## config.mk

```make
export PLATFORM = sky130hd
export DESIGN_NAME = reg_dump_ctrl
export DESIGN_NICKNAME = d
export VERILOG_FILES = /design/src/rtl/reg_dump_ctrl.sv
export SDC_FILE = /design/constraint.sdc
export NUM_CORES = 1
export LEC_CHECK = 0
export CELL_PAD_IN_SITES_DETAIL_PLACEMENT = 2
export CELL_PAD_IN_SITES_GLOBAL_PLACEMENT = 2
export CORE_MARGIN = 3
export CORE_UTILIZATION = 26
export DETAILED_ROUTE_END_ITERATION = 8
export GPL_TIMING_DRIVEN = 0
export PLACE_DENSITY = 0.85
export SETUP_SLACK_MARGIN = 0.3
export SLEW_MARGIN = 30
export SYNTH_ARGS = -nofsm -noshare
export SYNTH_HDL_FRONTEND = slang
export SYNTH_SLANG_ARGS = --single-unit
export TNS_END_PERCENT = 50
```

## constraint.sdc

```tcl
create_clock -name clock -period 1.73 [get_ports clock]
set_input_delay 0.173 -clock clock [delete_from_list [all_inputs] [get_ports clock]]
set_output_delay 0.173 -clock clock [all_outputs]
set_load 0.01 [all_outputs]
```

## src/rtl/reg_dump_ctrl.sv

```systemverilog
// Debug read-out engine: walks register indices FIRST_REG..LAST_REG through one read port and streams each value.
// Define REG_DUMP_CHECKSUM_EN to append an XOR checksum word after the last register of each dump.
module reg_dump_ctrl #(
    parameter int FIRST_REG  = 0,
    parameter int LAST_REG   = 31,
    parameter int DATA_WIDTH = 32
) (
    input  logic                  clock,
    input  logic                  reset,
    input  logic                  start,
    input  logic                  abort,
    output logic                  busy,
    output logic                  done,
    output logic [4:0]            rd_sel,
    input  logic [DATA_WIDTH-1:0] rd_data,
    output logic                  out_valid,
    input  logic                  out_ready,
    output logic [DATA_WIDTH-1:0] out_data,
    output logic [4:0]            out_index,
    output logic                  out_last
);

    localparam logic [4:0] FIRST_IDX = 5'(FIRST_REG);
    localparam logic [4:0] LAST_IDX  = 5'(LAST_REG);

`ifdef REG_DUMP_CHECKSUM_EN
    typedef enum logic [2:0] {
        ST_IDLE    = 3'd0,
        ST_FETCH   = 3'd1,
        ST_PRESENT = 3'd2,
        ST_FINISH  = 3'd3,
        ST_CHKSUM  = 3'd4
    } state_t;
`else
    typedef enum logic [2:0] {
        ST_IDLE    = 3'd0,
        ST_FETCH   = 3'd1,
        ST_PRESENT = 3'd2,
        ST_FINISH  = 3'd3
    } state_t;
`endif

    state_t                  state_r;
    logic [4:0]              idx_r;
    logic                    busy_r;
    logic                    done_r;
    logic                    valid_r;
    logic                    last_r;
    logic [DATA_WIDTH-1:0]   data_r;
    logic [4:0]              index_r;
    logic                    handshake_s;
    logic                    at_last_s;

`ifdef REG_DUMP_CHECKSUM_EN
    logic [DATA_WIDTH-1:0]   acc_r;

    function automatic logic [DATA_WIDTH-1:0] chk_fold(
        input logic [DATA_WIDTH-1:0] acc,
        input logic [DATA_WIDTH-1:0] word
    );
        return acc ^ word;
    endfunction
`endif

    assign handshake_s = valid_r && out_ready;
    assign at_last_s   = (idx_r == LAST_IDX);

    assign busy      = busy_r;
    assign done      = done_r;
    assign rd_sel    = idx_r;
    assign out_valid = valid_r;
    assign out_data  = data_r;
    assign out_index = index_r;
    assign out_last  = last_r;

    // Dump sequencer; busy_r is high exactly in the states where abort is honoured.
    always_ff @(posedge clock or posedge reset) begin
        if (reset) begin
            state_r <= ST_IDLE;
            idx_r   <= FIRST_IDX;
            busy_r  <= 1'b0;
            done_r  <= 1'b0;
            valid_r <= 1'b0;
            last_r  <= 1'b0;
            data_r  <= {DATA_WIDTH{1'b0}};
            index_r <= 5'd0;
`ifdef REG_DUMP_CHECKSUM_EN
            acc_r   <= {DATA_WIDTH{1'b0}};
`endif
        end else begin
            done_r <= 1'b0;
            if (abort && busy_r) begin
                state_r <= ST_IDLE;
                valid_r <= 1'b0;
                last_r  <= 1'b0;
                busy_r  <= 1'b0;
            end else begin
                case (state_r)
                    ST_IDLE: begin
                        if (start) begin
                            state_r <= ST_FETCH;
                            idx_r   <= FIRST_IDX;
                            busy_r  <= 1'b1;
`ifdef REG_DUMP_CHECKSUM_EN
                            acc_r   <= {DATA_WIDTH{1'b0}};
`endif
                        end
                    end
                    ST_FETCH: begin
                        data_r  <= rd_data;
                        index_r <= idx_r;
                        valid_r <= 1'b1;
`ifdef REG_DUMP_CHECKSUM_EN
                        last_r  <= 1'b0;
                        acc_r   <= chk_fold(acc_r, rd_data);
`else
                        last_r  <= at_last_s;
`endif
                        state_r <= ST_PRESENT;
                    end
                    ST_PRESENT: begin
                        if (handshake_s) begin
                            if (!at_last_s) begin
                                if (idx_r < LAST_IDX) begin
                                    idx_r <= idx_r + 5'd1;
                                end
                                valid_r <= 1'b0;
                                state_r <= ST_FETCH;
                            end else begin
`ifdef REG_DUMP_CHECKSUM_EN
                                // valid stays high: the checksum word follows back-to-back
                                data_r  <= acc_r;
                                index_r <= 5'd0;
                                last_r  <= 1'b1;
                                state_r <= ST_CHKSUM;
`else
                                valid_r <= 1'b0;
                                last_r  <= 1'b0;
                                busy_r  <= 1'b0;
                                done_r  <= 1'b1;
                                state_r <= ST_FINISH;
`endif
                            end
                        end
                    end
`ifdef REG_DUMP_CHECKSUM_EN
                    ST_CHKSUM: begin
                        if (handshake_s) begin
                            valid_r <= 1'b0;
                            last_r  <= 1'b0;
                            busy_r  <= 1'b0;
                            done_r  <= 1'b1;
                            state_r <= ST_FINISH;
                        end
                    end
`endif
                    ST_FINISH: begin
                        state_r <= ST_IDLE;
                    end
                    default: begin
                        state_r <= ST_IDLE;
                        valid_r <= 1'b0;
                        last_r  <= 1'b0;
                        busy_r  <= 1'b0;
                    end
                endcase
            end
        end
    end

endmodule

```

==> results.cfg, run 1 <==
[run_status]
status = complete, no violations

[grt]
grt_pass1_wl_um = 10700
antenna_found_initial = 0
grt_pass1_vias = 1905
grt_max_degree = 49
grt_overflow = 0
grt_util_all_layers = 0.141

[setup_path]
start_kind = flop
end_kind = flop
crit_path_start = state_r[0]$_DFFE_PP0P_
crit_family = buffers and inverters
cp.depth = 7
regToRegEndpoint = out_data[5]$_DFFE_PP0P_
path_class = flop to flop
cpMaxStageDelayCell = dfrtp_1
arrival_ns = 1.89
slowest_delay_ns = 0.41
required_ns = 1.92
timing.reg2reg.setup_slack_ns = 0.02
cp_max_fo = 7
reg2regPathDepth = 7
path_cells = buf_4 > buf_6 > ha_4 > and2_4 > buf_12 > clkbuf_16 > mux2_4
r2r-start = state_r[0]$_DFFE_PP0P_
path_buf_inv = 4

[placed_design]
io_buffers = 82
placed_area_um2 = 3230
gp_congestion = 0.745
preCtsSetupSlack_ns = -0.0501
dp_hpwl_um = 4440

[finish]
utilization = 0.450
drive_gt1_frac = 0.364
final_nets = 303
fillerInstances = 825
syn_to_final_growth_pct = 67.7
fin_area_um2 = 3720
insertedDiodeCount = 0

[synth]
synth_top_area_cell = dfrtp_1
yosys_register_bits = 48
yosysSeqAreaShare = 0.542
avgSynthCellArea_um2 = 15.0
synth_compound_area_frac = 0.0395
synth_simple_gate_area_frac = 0.0649
synthMuxAreaShare = 0.266
synth_top_family_by_area = multiplexers
synthDistinctLibCells = 29
synth_xor_area_frac = 0.00790
synthCells = 148
yosys-top-cells-area = dfrtp_1, mux2_4, ha_1, buf_12, mux2i_1
syn-num-nets = 191
synth-adder-area-share = 0.0339
yosys_warnings = 0
syn_area_um2 = 2220
synth_top_area_share = 0.542

[sta]
slew_headroom = 0.582
drv_slew = 0
fin_crit_sh = 0.986
hold_violations = 0
whs_ns = 0.324
setup_viol = 0
period_needed_ns = 1.71
finClkSkew_ns = 0.00330
max_slew.worst_pin.slew_ns = 0.627
rsz0062_at_grt = yes
fin_ws_ns = 0.0247
finalSetupTns_ns = 0
max_freq_ghz = 0.586

[detailed_routing]
post_drt_via_cell_ratio = 4.50
first_iter_violations = 29
wirelength_um = 6860
drt-wirelength-per-cell_um = 18.7
dr.pass1.iters = 3
vias = 1648
ant_nets = 0
drc = 0

[floorplanning]
die_height_um = 98.3
die_area_um2 = 9670
die_w_um = 98.3
rows = 33
core_um2 = 8260
initial_core_util = 0.268
boundaryPins = 83

[power_and_ir_drop]
ir_worst_vdd_mv = 0.408
p_leak_nw = 1.87
p_per_area_nw_per_um2 = 1760

[clock_network]
clkSinkCount = 48
htreeDepth = 2
cts-root-buf = clkbuf_8
clk-insertion-delay-late_ns = 0.30
clock_path_buffers = 2
cts_tree = done
clk_pin_slew_ns = 0.09
cts_made_buffers = 5

[hold_path]
min_path_type = input port to asynchronous set/reset pin

[flow_run]
drv_cap = 0
layout make-up:
type / count / area, um2 / share of cell area
Sequential cell: 48 / 1210 / 0.325
Timing Repair Buffer: 105 / 1120 / 0.301
Multi-Input combinational cell: 88 / 1040 / 0.280
Tap cell: 105 / 131 / 0.0353
Buffer: 5 / 95.1 / 0.0256
Clock buffer: 7 / 86.3 / 0.0232
Inverter: 7 / 28.8 / 0.00774
Clock inverter: 1 / 7.51 / 0.00202
power by group:
part           switching (mW)  internal, mW  leakage (nW)
registers               0.290          1.61         0.586
clock network           0.386         0.326        0.0445
logic                    1.47          2.47          1.24
flip-flops by register name, indices dropped and copies added (netlist names):
name,flops
out_last,1
rd_sel,5
out_data,32
out_index,5
done,1
state_r,2
out_valid,1
busy,1
layout by cell type (no fill, tap or decap), drive strengths merged, types with 3 or more instances in the layout:
cell	count
clkdlybuf4s50	61
dfrtp	48
mux2	37
buf	24
dlymetal6s2s	21
clkbuf	11
nand2	9
inv	7
mux2i	6
ha	6
nand3	5
a21oi	5
nand4	3
through the flow:
| step | total power, mW | instances |
|---|---|---|
| finish | 6.54 | 366 |
| global route | 6.96 | 366 |
| CTS | 6.25 | 356 |
| detailed placement | 5.17 | 335 |
| global placement | 5.02 | 335 |
| floorplan | 3.80 | 148 |
Yosys cell counts:
| cell type | number |
|---|---|
| a21boi_0 | 1 |
| and3_1 | 1 |
| nand2_2 | 1 |
| o2111ai_2 | 1 |
| nand2_1 | 8 |
| a21bo_2 | 1 |
| nand3_1 | 5 |
| buf_2 | 1 |
| a21oi_1 | 5 |
| mux2_1 | 4 |
| mux2_2 | 3 |
| o21ai_0 | 2 |
| mux2i_1 | 6 |
| and2_4 | 1 |
| o311ai_0 | 1 |
| buf_12 | 3 |
| o221a_2 | 1 |
| dfrtp_1 | 48 |
| xor2_1 | 1 |
| nand4_1 | 3 |
| buf_6 | 1 |
| nor3_2 | 1 |
| nor2_1 | 2 |
| xnor2_1 | 1 |
| inv_1 | 7 |
| mux2_4 | 30 |
| nor3b_4 | 1 |
| ha_1 | 6 |
| nand2b_1 | 2 |
repair_timing:
item                                    CTS  global route
pin swaps                                 6             5
endpoints found under the setup margin   54            70
gates cloned                              0             4
buffers inserted                         13             6
gates resized for setup                  15            30
hold buffers                              0             0
layer usage:
| layer | GRT usage | share of wire | up-vias |
|---|---|---|---|
| met3 | 0.0364 | 0.049 | 10 |
| met1 | 0.176 | 0.42 | 841 |
| met2 | 0.241 | 0.51 | 54 |
| met4 | 0.0368 | 0.015 | 0 |
| li1 | - | - | 743 |
| met5 | 0 | 0 | - |
logic make-up (layout without fill, tap and decap cells):
logic type	after synthesis	in the layout
and+or+nand+nor	25	25
buffers and inverters	12	125
xor gates and xnor gates	2	2
DFF	48	48
AOI/OAI and AO/OA	12	12
muxes	43	43
adders and majority gates	6	6
how the worst max path moves through the flow:
stage,slack (ns),endpoint
after floorplan,0.17,rd_sel[1]$_DFFE_PP0P_
after CTS,0.13,rd_sel[2]$_DFFE_PP0P_
final,0.02,out_data[5]$_DFFE_PP0P_
after global placement,-0.78,rd_sel[1]$_DFFE_PP0P_
after global routing,-0.04,rd_sel[1]$_DFFE_PP0P_
after detailed placement,-0.05,rd_sel[2]$_DFFE_PP0P_
Power figures use the tool's default switching activity.
==> run 2: changes to the inputs <==
--- a/config.mk
+++ b/config.mk
@@ -7,7 +7,6 @@
 export LEC_CHECK = 0
 export CELL_PAD_IN_SITES_DETAIL_PLACEMENT = 2
 export CELL_PAD_IN_SITES_GLOBAL_PLACEMENT = 2
-export CORE_MARGIN = 3
 export CORE_UTILIZATION = 26
 export DETAILED_ROUTE_END_ITERATION = 8
 export GPL_TIMING_DRIVEN = 0
==> results.cfg, run 2 (synthesis results as in run 1) <==
[placed_design]
dp_cells = 335
io_buffers = 82
dp_hpwl_um = 4460
gp_congestion = 0.711

[detailed_routing]
drc = 0
dr.pass1.iters = 3
ant_nets = 0
wirelength_um = 6440
drt-wirelength-per-cell_um = 18.1
post_drt_via_cell_ratio = 4.50
first_iter_violations = 14
vias = 1601

[finish]
final_cell_mix = clkdlybuf4s50_1, dfrtp_1, mux2_4, buf_4, mux2i_1
fillerInstances = 832
final_nets = 293
insertedDiodeCount = 0
mostFrequentLayoutCell = clkdlybuf4s50_1
utilization = 0.434
drive_gt1_frac = 0.351
final-instance-count-excl-fill = 356
syn_to_final_growth_pct = 60.7
largest_register_ffs = 32

[flow_run]
drv_cap = 0

[grt]
grt_pass1_vias = 1819
gr-usage-met2 = 0.279
use_met1 = 0.169
grt_pass1_wl_um = 9770
grt-busiest-layer = met2
grt_overflow = 0
groute.layer.met3.usage = 0.0330
antenna_found_initial = 0
grt_max_degree = 49
grt_util_all_layers = 0.148

[setup_path]
cp_max_fo = 10
path_common_cell = buf_12
required_ns = 1.92
r2r-start = state_r[0]$_DFFE_PP0P_
regToRegEndpoint = out_data[5]$_DFFE_PP0P_
start_kind = flop
slowest_delay_ns = 0.41
path_cells = buf_4 > ha_4 > and2_4 > buf_12 > buf_12 > mux2_4
arrival_ns = 1.81
reg2regPathDepth = 6
end_kind = flop
path_class = flop to flop
cpMaxStageDelayCell = dfrtp_1
timing.reg2reg.setup_slack_ns = 0.10

[floorplanning]
initial_core_util = 0.270
die_w_um = 94.3
die_height_um = 94.3
core_um2 = 8220
rows = 33
die_area_um2 = 8900
boundaryPins = 83

[clock_network]
htreeDepth = 2
cts-root-buf = clkbuf_8
clkSinkCount = 48
cts_tree = done
clk_pin_slew_ns = 0.09
holdBufCountCts = 0
clk-insertion-delay-late_ns = 0.30
cts_made_buffers = 5
clock_path_buffers = 2

[power_and_ir_drop]
power.internal_mw = 4.26
finalPower_mw = 6.38
ir_worst_vdd_mv = 0.397
p_per_area_nw_per_um2 = 1790
p_leak_nw = 1.56
power_frac_clock = 0.130
p_switching_mw = 2.12
combPwrFrac = 0.571
swShare = 0.332
p_seq_frac = 0.299

[sta]
finalSetupTns_ns = 0
drv_slew = 0
max_slew.worst_pin.slew_ns = 0.616
finClkSkew_ns = 0.00565
rsz0062_at_grt = yes
slew_headroom = 0.589
fin_crit_sh = 0.940
max_freq_ghz = 0.615
hold_violations = 0
setup_viol = 0
period_needed_ns = 1.63

[hold_path]
min_path_type = input port to asynchronous set/reset pin

[run_status]
status = complete, no violations
run 2: cell types whose count changed in the layout (fill, tap and decap cells not counted), moves of 2 or more:
cell | before | now
clkbuf_16 | 4 | 0
buf_4 | 18 | 12
clkdlybuf4s50_1 | 61 | 81
dfrtp_1 | 43 | 45
dfrtp_2 | 5 | 3
o21ai_1 | 2 | 0
dlymetal6s2s_1 | 21 | 1
run 2: power groups by stage:
| stage | logic, mW | registers [mW] | clock network (mW) |
|---|---|---|---|
| final | 3.64 | 1.91 | 0.832 |
| after global routing | 3.89 | 1.97 | 0.916 |
| after CTS | 3.58 | 1.92 | 0.870 |
| after detailed placement | 3.22 | 1.96 | 0 |
| after global placement | 3.10 | 1.91 | 0 |
| after floorplan | 1.69 | 2.11 | 0 |
run 2: worst max-delay path: cells and delay by family (launching register included):
kind          cells  cell delay [ns]
buf+inv           3             0.46
flops             1             0.41
mux               1             0.31
fa+ha+maj         1             0.17
simple gates      1             0.14
run 2: metal layers:
layer | wire length [um] | vias to the layer above
met4 | 91 | 0
li1 | - | 724
met3 | 385 | 8
met2 | 3470 | 51
met1 | 2500 | 818
met5 | 0 | -
run 2: what timing repair did:
item | 4_1_cts | 5_1_grt
buffers inserted | 11 | 2
setup endpoints to repair | 58 | 76
resized for setup | 19 | 9
pin swaps | 8 | 3
run 2: area by class of cell:
type / count / area [um2] / share of cell area
plain buffers: 5 / 91.3 / 0.0256
inverters: 7 / 31.3 / 0.00878
flip-flops and latches: 48 / 1200 / 0.338
repair buffers: 95 / 925 / 0.259
multi-input cells: 88 / 1070 / 0.300
clock inverters: 3 / 42.5 / 0.0119
clock buffers: 5 / 68.8 / 0.0193
well taps: 105 / 131 / 0.0369
run 2: worst max path at each step:
| stage | startpoint | end | slack, ns | cells after the start |
|---|---|---|---|---|
| floorplan | rd_sel[0]$_DFFE_PP0P_ | rd_sel[1]$_DFFE_PP0P_ | 0.17 | 6 |
| global placement | reset | rd_sel[1]$_DFFE_PP0P_ | -0.81 | 2 |
| detailed placement | state_r[0]$_DFFE_PP0P_ | rd_sel[1]$_DFFE_PP0P_ | -0.08 | 6 |
| CTS | rd_sel[0]$_DFFE_PP0P_ | rd_sel[1]$_DFFE_PP0P_ | 0.11 | 6 |
| global route | state_r[0]$_DFFE_PP0P_ | rd_sel[1]$_DFFE_PP0P_ | 0.02 | 6 |
| finish | state_r[0]$_DFFE_PP0P_ | out_data[5]$_DFFE_PP0P_ | 0.10 | 6 |
run 2: through the flow:
step | instance area (um2) | hold WS (ns) | setup WS (ns)
after floorplan | 2280 | 0.264 | 0.170
after detailed placement | 3230 | 0.478 | -0.0768
after CTS | 3510 | 0.338 | 0.105
final | 3560 | 0.319 | 0.104
after global placement | 3230 | 0.466 | -0.812
after global routing | 3560 | 0.359 | 0.0241
==> run 3: changes to the inputs <==
==> constraint.sdc (replaced) <==
create_clock -name clock -period 1.73 [get_ports clock]
set_input_delay 0.173 -clock clock [delete_from_list [all_inputs] [get_ports clock]]
set_output_delay 0.173 -clock clock [all_outputs]
set_load 0.005 [all_outputs]
==> results.cfg, run 3 (synthesis results as in run 1) <==
[finish]
final_nets = 295
fillerInstances = 812
insertedDiodeCount = 0
syn_to_final_growth_pct = 58.8
largest_register_ffs = 32
final_cell_mix = clkdlybuf4s50_1, dfrtp_1, mux2_4, buf_4
drive_gt1_frac = 0.333
register_area_um2 = 1200
utilization = 0.429
fin_area_um2 = 3520
mostFrequentLayoutCell = clkdlybuf4s50_1
multi_input_area_um2 = 1050

[floorplanning]
initial_core_util = 0.270
die_area_um2 = 8900
core_um2 = 8220
rows = 33
boundaryPins = 83
die_w_um = 94.3
die_height_um = 94.3

[power_and_ir_drop]
combPwrFrac = 0.577
finalPower_mw = 5.97
swShare = 0.311
power_frac_clock = 0.104
p_per_area_nw_per_um2 = 1700
power.internal_mw = 4.11
ir_worst_vdd_mv = 0.522
p_switching_mw = 1.86
p_seq_frac = 0.319
p_leak_nw = 1.53

[detailed_routing]
wirelength_um = 6130
post_drt_via_cell_ratio = 4.38
drc = 0
ant_nets = 0
dr.pass1.iters = 4
vias = 1563
first_iter_violations = 14
drt-wirelength-per-cell_um = 17.2

[setup_path]
slowest_delay_ns = 0.46
arrival_ns = 1.85
cp_max_fo = 4
path_cells = ha_4 > a21bo_4 > o2111ai_4 > nor3b_4 > mux2i_1
reg2regPathDepth = 5
cpMaxStageDelayCell = dfrtp_2
path_buf_inv = 0
regToRegEndpoint = rd_sel[1]$_DFFE_PP0P_
r2r-start = state_r[1]$_DFFE_PP0P_
path_class = flop to flop
timing.reg2reg.setup_slack_ns = 0.08
crit_family = flip-flops
end_kind = flop
start_kind = flop
required_ns = 1.94

[clock_network]
cts-root-buf = clkbuf_8
cts_tree = done
clkSinkCount = 48
cts_made_buffers = 5
clk_pin_slew_ns = 0.09
clk-insertion-delay-late_ns = 0.29
holdBufCountCts = 0
clock_path_buffers = 2
htreeDepth = 2

[placed_design]
gp_congestion = 0.764
placed_area_um2 = 3230
io_buffers = 82
dp_hpwl_um = 4180

[sta]
max_slew.worst_pin.slew_ns = 0.611
slew_headroom = 0.593
finClkSkew_ns = 0.0105
fin_crit_sh = 0.952
rsz0062_at_grt = yes
drv_slew = 0
finalSetupTns_ns = 0
max_freq_ghz = 0.607
period_needed_ns = 1.65
setup_viol = 0
hold_violations = 0

[hold_path]
min_path_type = input port to asynchronous set/reset pin

[flow_run]
drv_cap = 0

[grt]
grt_util_all_layers = 0.137
grt_pass1_wl_um = 9140
grt_pass1_vias = 1754
grt_max_degree = 49
grt_overflow = 0
antenna_found_initial = 0

[run_status]
status = complete, no violations
## run 3: cell types whose count changed in the layout (fill, tap and decap cells not counted), sizes merged
| cell | delta |
|---|---|
| buf | +2 |
| bufinv | -1 |
| clkbuf | +1 |
| clkdlybuf4s50 | +1 |
| clkinvlp | -1 |
| dlymetal6s2s | -1 |
## run 3: timing repair
item / 4_1_cts / 5_1_grt
resized for setup: 14 / 5
setup buffers: 9 / 6
pin swaps: 4 / 4
cloned: 0 / 0
setup endpoints to repair: 53 / 55
## run 3: cell type report
class | count | area share
Sequential cell | 48 | 0.342
Buffer | 5 | 0.0270
Inverter | 7 | 0.00817
Timing Repair Buffer | 97 | 0.266
Clock buffer | 6 | 0.0206
Clock inverter | 1 | 0.00142
Multi-Input combinational cell | 88 | 0.297
Tap cell | 105 | 0.0373
## run 3: metrics by stage
| stage | std cells | setup slack [ns] | hold slack [ns] |
|---|---|---|---|
| floorplan | 148 | 0.178 | 0.264 |
| global placement | 335 | -0.810 | 0.469 |
| detailed placement | 335 | -0.0656 | 0.479 |
| CTS | 351 | 0.104 | 0.352 |
| global route | 357 | 0.0152 | 0.370 |
| finish | 357 | 0.0822 | 0.341 |
## run 3: power groups by stage
stage	Clock [mW]	Sequential [mW]	Combinational, mW
detailed placement	0	1.95	3.02
global route	0.713	1.96	3.67
CTS	0.674	1.91	3.34
global placement	0	1.90	2.94
finish	0.624	1.90	3.44
floorplan	0	1.93	1.70
## run 3: metal layers
metal	vias up	global-route usage	share of wire
li1	722	-	-
met1	791	0.165	0.44
met2	48	0.238	0.51
met5	-	0	0
met4	0	0.0423	0.0039
met3	2	0.0354	0.054
## run 3: worst max path at each step
stage | from | end | slack, ns | cells after the start
floorplan | rd_sel[1]$_DFFE_PP0P_ | rd_sel[1]$_DFFE_PP0P_ | 0.18 | 6
detailed placement | rd_sel[1]$_DFFE_PP0P_ | rd_sel[2]$_DFFE_PP0P_ | -0.07 | 6
global placement | reset | rd_sel[0]$_DFFE_PP0P_ | -0.81 | 2
global route | state_r[1]$_DFFE_PP0P_ | rd_sel[1]$_DFFE_PP0P_ | 0.02 | 5
finish | state_r[1]$_DFFE_PP0P_ | rd_sel[1]$_DFFE_PP0P_ | 0.08 | 5
CTS | state_r[1]$_DFFE_PP0P_ | rd_sel[2]$_DFFE_PP0P_ | 0.10 | 5
